$ cat config.mk
export PLATFORM = sky130hd
export DESIGN_NAME = serial_add_sequencer
export DESIGN_NICKNAME = d
export VERILOG_FILES = /design/src/rtl/serial_add_sequencer_pkg.sv /design/src/rtl/serial_add_sequencer_full_adder_2bit.sv /design/src/rtl/serial_add_sequencer.sv
export SDC_FILE = /design/constraint.sdc
export NUM_CORES = 1
export LEC_CHECK = 0
export BUFFER_PORTS_ARGS = -buffer_cell sky130_fd_sc_hd__buf_2
export CAP_MARGIN = 15
export CORE_MARGIN = 2
export CORE_UTILIZATION = 30
export DETAILED_ROUTE_END_ITERATION = 7
export GPL_ROUTABILITY_DRIVEN = 1
export PLACE_DENSITY = 0.52
export SLEW_MARGIN = 30
export SYNTH_ARGS = -nofsm -noshare
export SYNTH_HDL_FRONTEND = slang
export SYNTH_SLANG_ARGS = --single-unit
$ cat constraint.sdc
create_clock -name clk -period 1.7 [get_ports clk]
set_clock_uncertainty 0.1 [all_clocks]
set_input_delay 0.17 -clock clk [delete_from_list [all_inputs] [get_ports clk]]
set_output_delay 0.17 -clock clk [all_outputs]
set_load 0.005 [all_outputs]
$ cat src/rtl/serial_add_sequencer_pkg.sv
`default_nettype none
// ============================================================================
// Module   : serial_add_sequencer_pkg
// Purpose  : Shared types and constants for the serial add sequencer:
//            FSM state encoding, adder slice width and a counter-width helper.
// Ports    : none (package)
// Revision : 1.0 - initial release
// ============================================================================
package serial_add_sequencer_pkg;

  // Bits processed per clock by the adder slice.
  localparam int SLICE_W = 2;

  typedef enum logic [1:0] {
    S_IDLE = 2'd0,
    S_RUN  = 2'd1,
    S_HOLD = 2'd2
  } state_t;

  // Width of a counter that must hold 0..n-1; never narrower than one bit,
  // so a single-step sequence still has a legal counter.
  function automatic int cnt_width(input int n);
    if (n <= 1) begin
      return 1;
    end
    return $clog2(n);
  endfunction

endpackage
`default_nettype wire

$ cat src/rtl/serial_add_sequencer_full_adder_2bit.sv
`default_nettype none
// ============================================================================
// Module   : full_adder_2bit
// Purpose  : Combinational 2-bit ripple full adder; the per-cycle slice of
//            the serial add sequencer.
// Ports    : a[1:0], b[1:0] - operand bit pairs
//            cin            - carry into bit 0
//            s[1:0]         - sum bits
//            cout           - carry out of bit 1
// Revision : 1.0 - initial release
// ============================================================================
module full_adder_2bit
  import serial_add_sequencer_pkg::*;
(
  input  logic [SLICE_W-1:0] a,
  input  logic [SLICE_W-1:0] b,
  input  logic               cin,
  output logic [SLICE_W-1:0] s,
  output logic               cout
);

  logic w_c0;

  assign s[0] = a[0] ^ b[0] ^ cin;
  assign w_c0 = (a[0] & b[0]) | (a[0] & cin) | (b[0] & cin);
  assign s[1] = a[1] ^ b[1] ^ w_c0;
  assign cout = (a[1] & b[1]) | (a[1] & w_c0) | (b[1] & w_c0);

endmodule
`default_nettype wire

$ cat src/rtl/serial_add_sequencer.sv
`default_nettype none
// ============================================================================
// Module   : serial_add_sequencer
// Purpose  : Adds two WIDTH-bit unsigned operands plus carry-in by running a
//            single 2-bit full-adder slice for WIDTH/2 cycles, LSB pair first,
//            with the carry held in a flop between cycles.
// Ports    : clk, rst            - clock, synchronous active-high reset
//            in_valid/in_ready   - operand handshake (ready only in IDLE)
//            a, b, cin           - operands and carry-in
//            out_valid/out_ready - result handshake (valid only in HOLD)
//            sum, cout           - registered result, updated only on
//                                  completion of a sequence
// Params   : WIDTH - operand width, even and >= 2
// Revision : 1.0 - initial release
// ============================================================================
module serial_add_sequencer
  import serial_add_sequencer_pkg::*;
#(
  parameter int WIDTH = 8
) (
  input  logic             clk,
  input  logic             rst,
  input  logic             in_valid,
  output logic             in_ready,
  input  logic [WIDTH-1:0] a,
  input  logic [WIDTH-1:0] b,
  input  logic             cin,
  output logic             out_valid,
  input  logic             out_ready,
  output logic [WIDTH-1:0] sum,
  output logic             cout
);

  localparam int               STEPS    = WIDTH / SLICE_W;
  localparam int               CNT_W    = cnt_width(STEPS);
  localparam logic [CNT_W-1:0] CNT_LAST = CNT_W'(STEPS - 1);

  state_t             r_state;
  state_t             w_state_nxt;
  logic [WIDTH-1:0]   r_op_a;
  logic [WIDTH-1:0]   r_op_b;
  logic [WIDTH-1:0]   r_acc;
  logic [WIDTH-1:0]   r_sum;
  logic               r_carry;
  logic               r_cout;
  logic [CNT_W-1:0]   r_cnt;

  logic               w_load;
  logic               w_step;
  logic               w_done;
  logic [SLICE_W-1:0] w_slice_s;
  logic               w_slice_cout;
  logic [WIDTH-1:0]   w_op_a_shr;
  logic [WIDTH-1:0]   w_op_b_shr;
  logic [WIDTH-1:0]   w_acc_nxt;

  full_adder_2bit u_slice (
    .a    (r_op_a[SLICE_W-1:0]),
    .b    (r_op_b[SLICE_W-1:0]),
    .cin  (r_carry),
    .s    (w_slice_s),
    .cout (w_slice_cout)
  );

  // Operands shift right so the next bit pair is always at [1:0]; the
  // accumulator fills from the top so that after STEPS shifts the first
  // (least significant) pair has reached bit 0.
  generate
    if (WIDTH > SLICE_W) begin : g_multi_step
      assign w_op_a_shr = {{SLICE_W{1'b0}}, r_op_a[WIDTH-1:SLICE_W]};
      assign w_op_b_shr = {{SLICE_W{1'b0}}, r_op_b[WIDTH-1:SLICE_W]};
      assign w_acc_nxt  = {w_slice_s, r_acc[WIDTH-1:SLICE_W]};
    end else begin : g_single_step
      assign w_op_a_shr = '0;
      assign w_op_b_shr = '0;
      assign w_acc_nxt  = w_slice_s;
    end
  endgenerate

  // State register
  always_ff @(posedge clk) begin
    if (rst) begin
      r_state <= S_IDLE;
    end else begin
      r_state <= w_state_nxt;
    end
  end

  // Next-state and handshake decode
  always_comb begin
    w_state_nxt = r_state;
    in_ready    = 1'b0;
    out_valid   = 1'b0;
    w_load      = 1'b0;
    w_step      = 1'b0;
    w_done      = 1'b0;
    case (r_state)
      S_IDLE: begin
        in_ready = 1'b1;
        if (in_valid) begin
          w_load      = 1'b1;
          w_state_nxt = S_RUN;
        end
      end
      S_RUN: begin
        w_step = 1'b1;
        if (r_cnt == CNT_LAST) begin
          w_done      = 1'b1;
          w_state_nxt = S_HOLD;
        end
      end
      S_HOLD: begin
        out_valid = 1'b1;
        if (out_ready) begin
          w_state_nxt = S_IDLE;
        end
      end
      default: begin
        w_state_nxt = S_IDLE;
      end
    endcase
  end

  // Datapath: operand shifters, accumulator, carry flop, step counter and
  // the result registers, which only move on the final RUN edge.
  always_ff @(posedge clk) begin
    if (rst) begin
      r_op_a  <= '0;
      r_op_b  <= '0;
      r_acc   <= '0;
      r_carry <= 1'b0;
      r_cnt   <= '0;
      r_sum   <= '0;
      r_cout  <= 1'b0;
    end else begin
      if (w_load) begin
        r_op_a  <= a;
        r_op_b  <= b;
        r_carry <= cin;
        r_cnt   <= '0;
      end else if (w_step) begin
        r_op_a  <= w_op_a_shr;
        r_op_b  <= w_op_b_shr;
        r_acc   <= w_acc_nxt;
        r_carry <= w_slice_cout;
        r_cnt   <= r_cnt + CNT_W'(1);
      end
      if (w_done) begin
        r_sum  <= w_acc_nxt;
        r_cout <= w_slice_cout;
      end
    end
  end

  assign sum  = r_sum;
  assign cout = r_cout;

endmodule
`default_nettype wire

==> impl_metrics.json, run 1 <==
{
  "cts_max_level": 2,
  "synth_cell_type_count": 32,
  "whs_ns": 0.0160,
  "worstSkewPairLatency_ns": 0.29,
  "avgViaCountPerCell": 4.57,
  "syn-cell-area_um2": 1590,
  "status": "finished, final reports clean",
  "setup_viol": 0,
  "register_area_um2": 724,
  "nets": 236,
  "path_max_fanout": 2,
  "synthTopCellsByArea": "dfxtp_1, nand2_1, a211oi_1",
  "grt_use_total_pct": 12.5,
  "antenna_found_initial": 0,
  "syn_inst": 178,
  "min_delay_path_depth": 3,
  "fillers": 551,
  "drtIter0Drc": 53,
  "dieWidth_um": 76.9,
  "ios": 32,
  "synth_edf_count": 0,
  "leakage_nw": 0.739,
  "die_area_um2": 5910,
  "path_clk_slew_ns": 0.07,
  "regToRegSetupSlack_ns": 0.09,
  "area_delta_synth_final_pct": 18.2,
  "maxSlewViolCount": 0,
  "grt_max_degree": 37,
  "finalCriticalPeriod_ns": 1.61,
  "powerDensity_nw_per_um2": 944,
  "totalWireLength_mm": 3.36,
  "tightest_slew_ns": 0.427,
  "grt-ovfl-total": 0,
  "cts_max_path_buffers": 2,
  "startpoint_type": "flip-flop",
  "dp_slack_ns": -0.0372,
  "layout.cells.non_filler": 283,
  "hold_start": "a[7]",
  "r2r-start": "r_carry$_SDFFE_PP0P_",
  "antenna_cells": 0,
  "cts-buffers-inserted": 5,
  "wl_per_cell_um": 11.9,
  "yosys_warnings": 0,
  "path_cells": "inv_2 > fa_2 > fa_2 > nand2_1 > o21ai_1 > a211oi_2",
  "hold_viol_final": 0,
  "critical_path_class": "reg2reg",
  "finalPower_mw": 1.78,
  "cts_tree": "done",
  "reg2reg_depth": 6,
  "die_h_um": 76.9,
  "dr.pass1.iters": 4,
  "synthTopCellsByCount": "dfxtp_1, nand2_1, nor2_1, a21oi_1, a211oi_1",
  "rows": 26,
  "crit_slowest_cell": "fa_2",
  "fin_util_pct": 36.9,
  "crit_top_cell": "fa_2",
  "cp_num_buf_inv": 1,
  "multi_input_area_um2": 734,
  "cp.arrival_ns": 1.71,
  "numPortBuffers": 31,
  "seq_area_frac_synth_pct": 45.2,
  "cp-end-kind": "flip-flop",
  "period_share_pct": 94.4,
  "hold_end": "r_op_a[7]$_SDFFE_PP0P_",
  "worst_slack_ns": 0.0949,
  "dp_cells": 275,
  "timing.fmax_mhz": 623,
  "grt_pass1_wl_mm": 5.91,
  "synth_top_cell_area_share_pct": 45.2,
  "drc_errors": 0,
  "critPathTopFamily": "adder cells",
  "initial_core_util_pct": 31.2,
  "cts_root_buf": "clkbuf_8",
  "hp-class": "in2reg",
  "ant_nets": 0,
  "avgSynthCellArea_um2": 8.95,
  "vias": 1294,
  "syn_nets": 202,
  "drv_cap": 0,
  "cp_slowest_stage_delay_ns": 0.39,
  "synth_flop_cell": "dfxtp_1",
  "core_area_um2": 5110,
  "yosys.area.top_type": "dfxtp_1",
  "cp_data_required_time_ns": 1.81,
  "cts_sinks": 36,
  "worstReg2RegEnd": "r_carry$_SDFFE_PP0P_",
  "rsz0062_at_grt": "yes",
  "slew_headroom_pct": 71.5,
  "ys_async_sr_fraction_pct": 0,
  "dpl.hpwl_mm": 2.31,
  "grt_pass1_vias": 1321,
  "layout-drive-gt1-share_pct": 31.0,
  "ir_drop_v": 0.000461,
  "ys_ff_latch": 36,
  "place_congestion": 0.724,
  "synth_most_common_cell": "dfxtp_1",
  "post_cts_buffers": 0
}
## timing repair
action                     CTS  global route
hold buffers                 0             0
pin swaps                    0             3
setup endpoints to repair    2             1
gates resized for setup      2             6
## placed cells by master, fill, tap and decap left out, types with 4 or more instances in the layout
cell type  netlist  layout
a211oi_1        14      13
a211oi_2         4       5
a21oi_1         21      21
buf_2            0      31
buf_4            1       9
clkbuf_8         0       5
dfxtp_1         36      33
inv_1            7       6
nand2_1         30      30
nand3_1          4       4
nor2_1          22      22
## worst max path at each step
stage                           endpoint                    from  depth (start not counted)
floorplan           r_carry$_SDFFE_PP0P_  r_op_a[0]$_SDFFE_PP0P_                          6
global placement    r_carry$_SDFFE_PP0P_  r_op_a[0]$_SDFFE_PP0P_                          6
detailed placement  r_carry$_SDFFE_PP0P_  r_op_a[0]$_SDFFE_PP0P_                          6
CTS                 r_carry$_SDFFE_PP0P_  r_op_a[0]$_SDFFE_PP0P_                          6
global route        r_carry$_SDFFE_PP0P_    r_carry$_SDFFE_PP0P_                          6
finish              r_carry$_SDFFE_PP0P_    r_carry$_SDFFE_PP0P_                          6
## sequential cells by signal, indices dropped and copies added (netlist names)
register and count:
sum 8, r_cnt 2, r_acc 6, cout 1, r_carry 1, r_state 2
r_op_a 8, r_op_b 8
## metrics by stage
stage,cell area (um2),TNS [ns]
after floorplan,1590,0
after global placement,1780,-0.0165
after detailed placement,1780,-0.0372
after CTS,1870,0
after global routing,1880,-0.00836
final,1880,0
## cell families after synthesis
family | after synthesis | synth area share, %
xor gates and xnor gates | 1 | 0.550
buffers and inverters | 20 | 9.27
adders and majority gates | 3 | 3.30
muxes | 1 | 0.628
DFF | 36 | 45.2
AOI/OAI and AO/OA | 48 | 20.6
and+or+nand+nor | 69 | 20.4
## area by class of cell
class	instances	area share (%)
inverter	7	1.40
tap	70	4.65
timing repair buffer	40	11.8
clock inverter	3	0.997
sequential	36	38.5
clock buffer	5	3.65
multi-input combinational	122	39.0
## metal layers
metal / routed length, um / vias up / GRT usage [%]
met5: 0 / - / 0
met1: 1690 / 588 / 15.6
li1: - / 671 / -
met2: 1470 / 27 / 20.1
met4: 68 / 0 / 6.00
met3: 134 / 8 / 3.29
## worst reg2reg max path: cells and delay by family, from the launching register on
family / cells / cell delay (ns)
adders and majority gates: 2 / 0.75
DFF: 1 / 0.34
AOI/OAI and AO/OA: 2 / 0.23
and+or+nand+nor: 1 / 0.07
buffers and inverters: 1 / 0.04
## report_power, final
part / internal [mW] / switching (mW) / total, mW
sequential: 0.892 / 0.0332 / 0.926
combinational: 0.121 / 0.133 / 0.254
clock: 0.285 / 0.313 / 0.598
total: 1.30 / 0.479 / 1.78
(Power assumes the default switching activity.)
==> run 2: changes to the inputs <==
PLACE_DENSITY = 0.51   (was 0.52)
SYNTH_HIERARCHICAL = 1   (was unset)
==> run 2 against run 1 <==
Effect of this change:
- via count is 6.5% higher
- largest cell class unchanged
- global-route usage is 0.19 points higher
- routed wire length is 5.4% higher
- critical path type unchanged
- register-to-register slack hardly changed
==> impl_metrics.json, run 2 <==
{
  "synthTopCellsByArea": "dfxtp_1, a21oi_1, nand2_1",
  "path_clk_slew_ns": 0.07,
  "wl_per_cell_um": 11.8,
  "worstSkewPairLatency_ns": 0.29,
  "final_cell_mix": "a21oi_1, nand2_1, dfxtp_1",
  "ir_drop_v": 0.000409,
  "p_sw_share_pct": 26.4,
  "post_cts_buffers": 0,
  "whs_ns": 0.0119,
  "cts_sinks": 36,
  "syn_nets": 221,
  "startpoint_type": "flip-flop",
  "drv_cap": 0,
  "finalPower_mw": 1.81,
  "tightest_slew_ns": 0.602,
  "place_congestion": 0.646,
  "synthTopCellsByCount": "a21oi_1, dfxtp_1, nand2_1, nor2_1",
  "period_share_pct": 95.1,
  "grt_use_total_pct": 12.7,
  "powerDensity_nw_per_um2": 925,
  "grt-ovfl-total": 0,
  "syn_inst": 197,
  "antenna_found_initial": 0,
  "rsz0062_at_grt": "yes",
  "final_common_cell": "a21oi_1",
  "drtIter0Drc": 56,
  "p_seq_share_pct": 50.8,
  "rows": 26,
  "area_delta_synth_final_pct": 19.7,
  "antenna_cells": 0,
  "synth_most_common_cell": "a21oi_1",
  "die_area_um2": 6070,
  "cts_max_level": 2,
  "cts_max_path_buffers": 2,
  "seq_area_frac_synth_pct": 44.0,
  "register_area_um2": 726,
  "status": "finished, final reports clean",
  "grt_pass1_wl_mm": 5.98,
  "dieWidth_um": 77.9,
  "ios": 32,
  "cts_tree": "done",
  "path_max_fanout": 2,
  "numPortBuffers": 31,
  "crit_top_cell": "inv_2",
  "core_area_um2": 5200,
  "synth_flop_cell": "dfxtp_1",
  "grt_max_degree": 31,
  "synth_cell_type_count": 25,
  "setup_viol": 0,
  "yosys_warnings": 6,
  "power_frac_clock_pct": 34.7,
  "p_int_mw": 1.34,
  "initial_core_util_pct": 31.5,
  "cts_root_buf": "clkbuf_8",
  "vias": 1378,
  "leakage_nw": 0.790,
  "cp_data_required_time_ns": 1.82,
  "avgViaCountPerCell": 4.58,
  "finalCriticalPeriod_ns": 1.62,
  "avgSynthCellArea_um2": 8.32,
  "totalWireLength_mm": 3.54,
  "yosys.area.top_type": "dfxtp_1",
  "drc_errors": 0,
  "p_sw_mw": 0.478,
  "crit_slowest_cell": "fa_1",
  "maxSlewViolCount": 0,
  "critical_path_class": "reg2reg",
  "grt_pass1_vias": 1311,
  "cp.arrival_ns": 1.74,
  "multi_input_area_um2": 768,
  "syn-cell-area_um2": 1640,
  "nets": 254,
  "ant_nets": 0,
  "timing.fmax_mhz": 619,
  "ys_ff_latch": 36,
  "cp_slowest_stage_delay_ns": 0.45,
  "layout-drive-gt1-share_pct": 31.2,
  "slew_headroom_pct": 59.9,
  "hp-class": "in2reg",
  "setup_tns_ns": 0,
  "die_h_um": 77.9,
  "cp-end-kind": "flip-flop",
  "ys_async_sr_fraction_pct": 0,
  "path_cells": "inv_2 > fa_2 > fa_1 > inv_2 > nand3_2 > a21oi_2",
  "fillers": 567,
  "synth_edf_count": 0,
  "dpl.hpwl_mm": 2.28,
  "cts-buffers-inserted": 5,
  "dr.pass1.iters": 4,
  "synth_top_cell_area_share_pct": 44.0,
  "hold_viol_final": 0,
  "p_comb_share_pct": 14.5
}
run 2: changes by cell type after synthesis, moves of 2 or more:
cell / delta
inv_1: +6
o2bb2ai_1: -3
a211oi_2: +3
nor2_1: -2
nand2_1: +3
buf_6: -2
o22ai_1: -3
o221a_2: +5
a21oi_1: +17
buf_2: +3
nand3_1: +9
a211oi_1: -13
buf_4: +2
run 2: final timing paths:
path	to	slack, ns	cells past startpoint	start
worst max-delay path	sum[7]$_SDFFE_PP0P_	0.08	6	r_op_a[0]$_SDFFE_PP0P_
worst min-delay path	r_op_a[7]$_SDFFE_PP0P_	0.01	3	a[7]
worst max register to register	sum[7]$_SDFFE_PP0P_	0.08	6	r_op_a[0]$_SDFFE_PP0P_
worst min register to register	sum[6]$_SDFFE_PP0P_	0.35	2	sum[6]$_SDFFE_PP0P_
run 2: cell type report:
| cell class | count | area share [%] |
|---|---|---|
| Multi-Input combinational cell | 132 | 39.2 |
| Tap cell | 70 | 4.46 |
| Timing Repair Buffer | 42 | 12.1 |
| Sequential cell | 36 | 37.0 |
| Clock buffer | 7 | 4.40 |
| Clock inverter | 1 | 0.383 |
| Inverter | 13 | 2.49 |
run 2: critical path, delay by kind of cell (launching register included):
kind                       cells  cell delay (ns)
adders and majority gates      2             0.82
DFF                            1             0.33
AOI/OAI and AO/OA              1             0.13
buffers and inverters          2             0.11
and+or+nand+nor                1             0.06
run 2: logic make-up (layout without fill, tap and decap cells):
| group | Yosys count | count (layout) | share of synthesized area (%) |
|---|---|---|---|
| compound gates | 52 | 52 | 21.3 |
| xor+xnor | 1 | 1 | 0.534 |
| fa+ha+maj | 3 | 3 | 3.21 |
| buf+inv | 29 | 63 | 9.85 |
| flops | 36 | 36 | 44.0 |
| mux | 1 | 1 | 0.611 |
| simple gates | 75 | 75 | 20.5 |
run 2: per-stage QoR:
stage               cell area, um2  setup WS, ns  instances  util (%)
floorplan                     1640        0.0413        197         -
global placement              1850     -0.000646        293      35.6
CTS                           1950        0.0405        301      37.5
global route                  1960     -0.000996        301      37.7
finish                        1960        0.0841        301      37.7
detailed placement            1850      -0.00972        293      35.6
run 2: per-layer routing:
metal  wire length [um]  vias to the layer above  track usage [%]
li1                   -                      719                -
met5                  0                        -                0
met1               1770                      627             15.5
met4                 83                        0             6.32
met2               1540                       25             20.4
met3                152                        7             3.60
run 2: power by group through the flow:
stage / clock [mW] / combinational [mW] / sequential (mW)
2_1_floorplan: 0 / 0.209 / 0.930
3_3_place_gp: 0 / 0.262 / 0.939
3_5_place_dp: 0 / 0.261 / 0.939
4_1_cts: 0.656 / 0.264 / 0.920
5_1_grt: 0.688 / 0.299 / 0.928
6_report: 0.629 / 0.263 / 0.922
run 2: what timing repair did:
| action | CTS | global route |
|---|---|---|
| resized for setup | 2 | 7 |
| gates cloned | 0 | 0 |
| endpoints found under the setup margin | 2 | 2 |
| hold buffers | 0 | 0 |
| pin swaps | 0 | 1 |
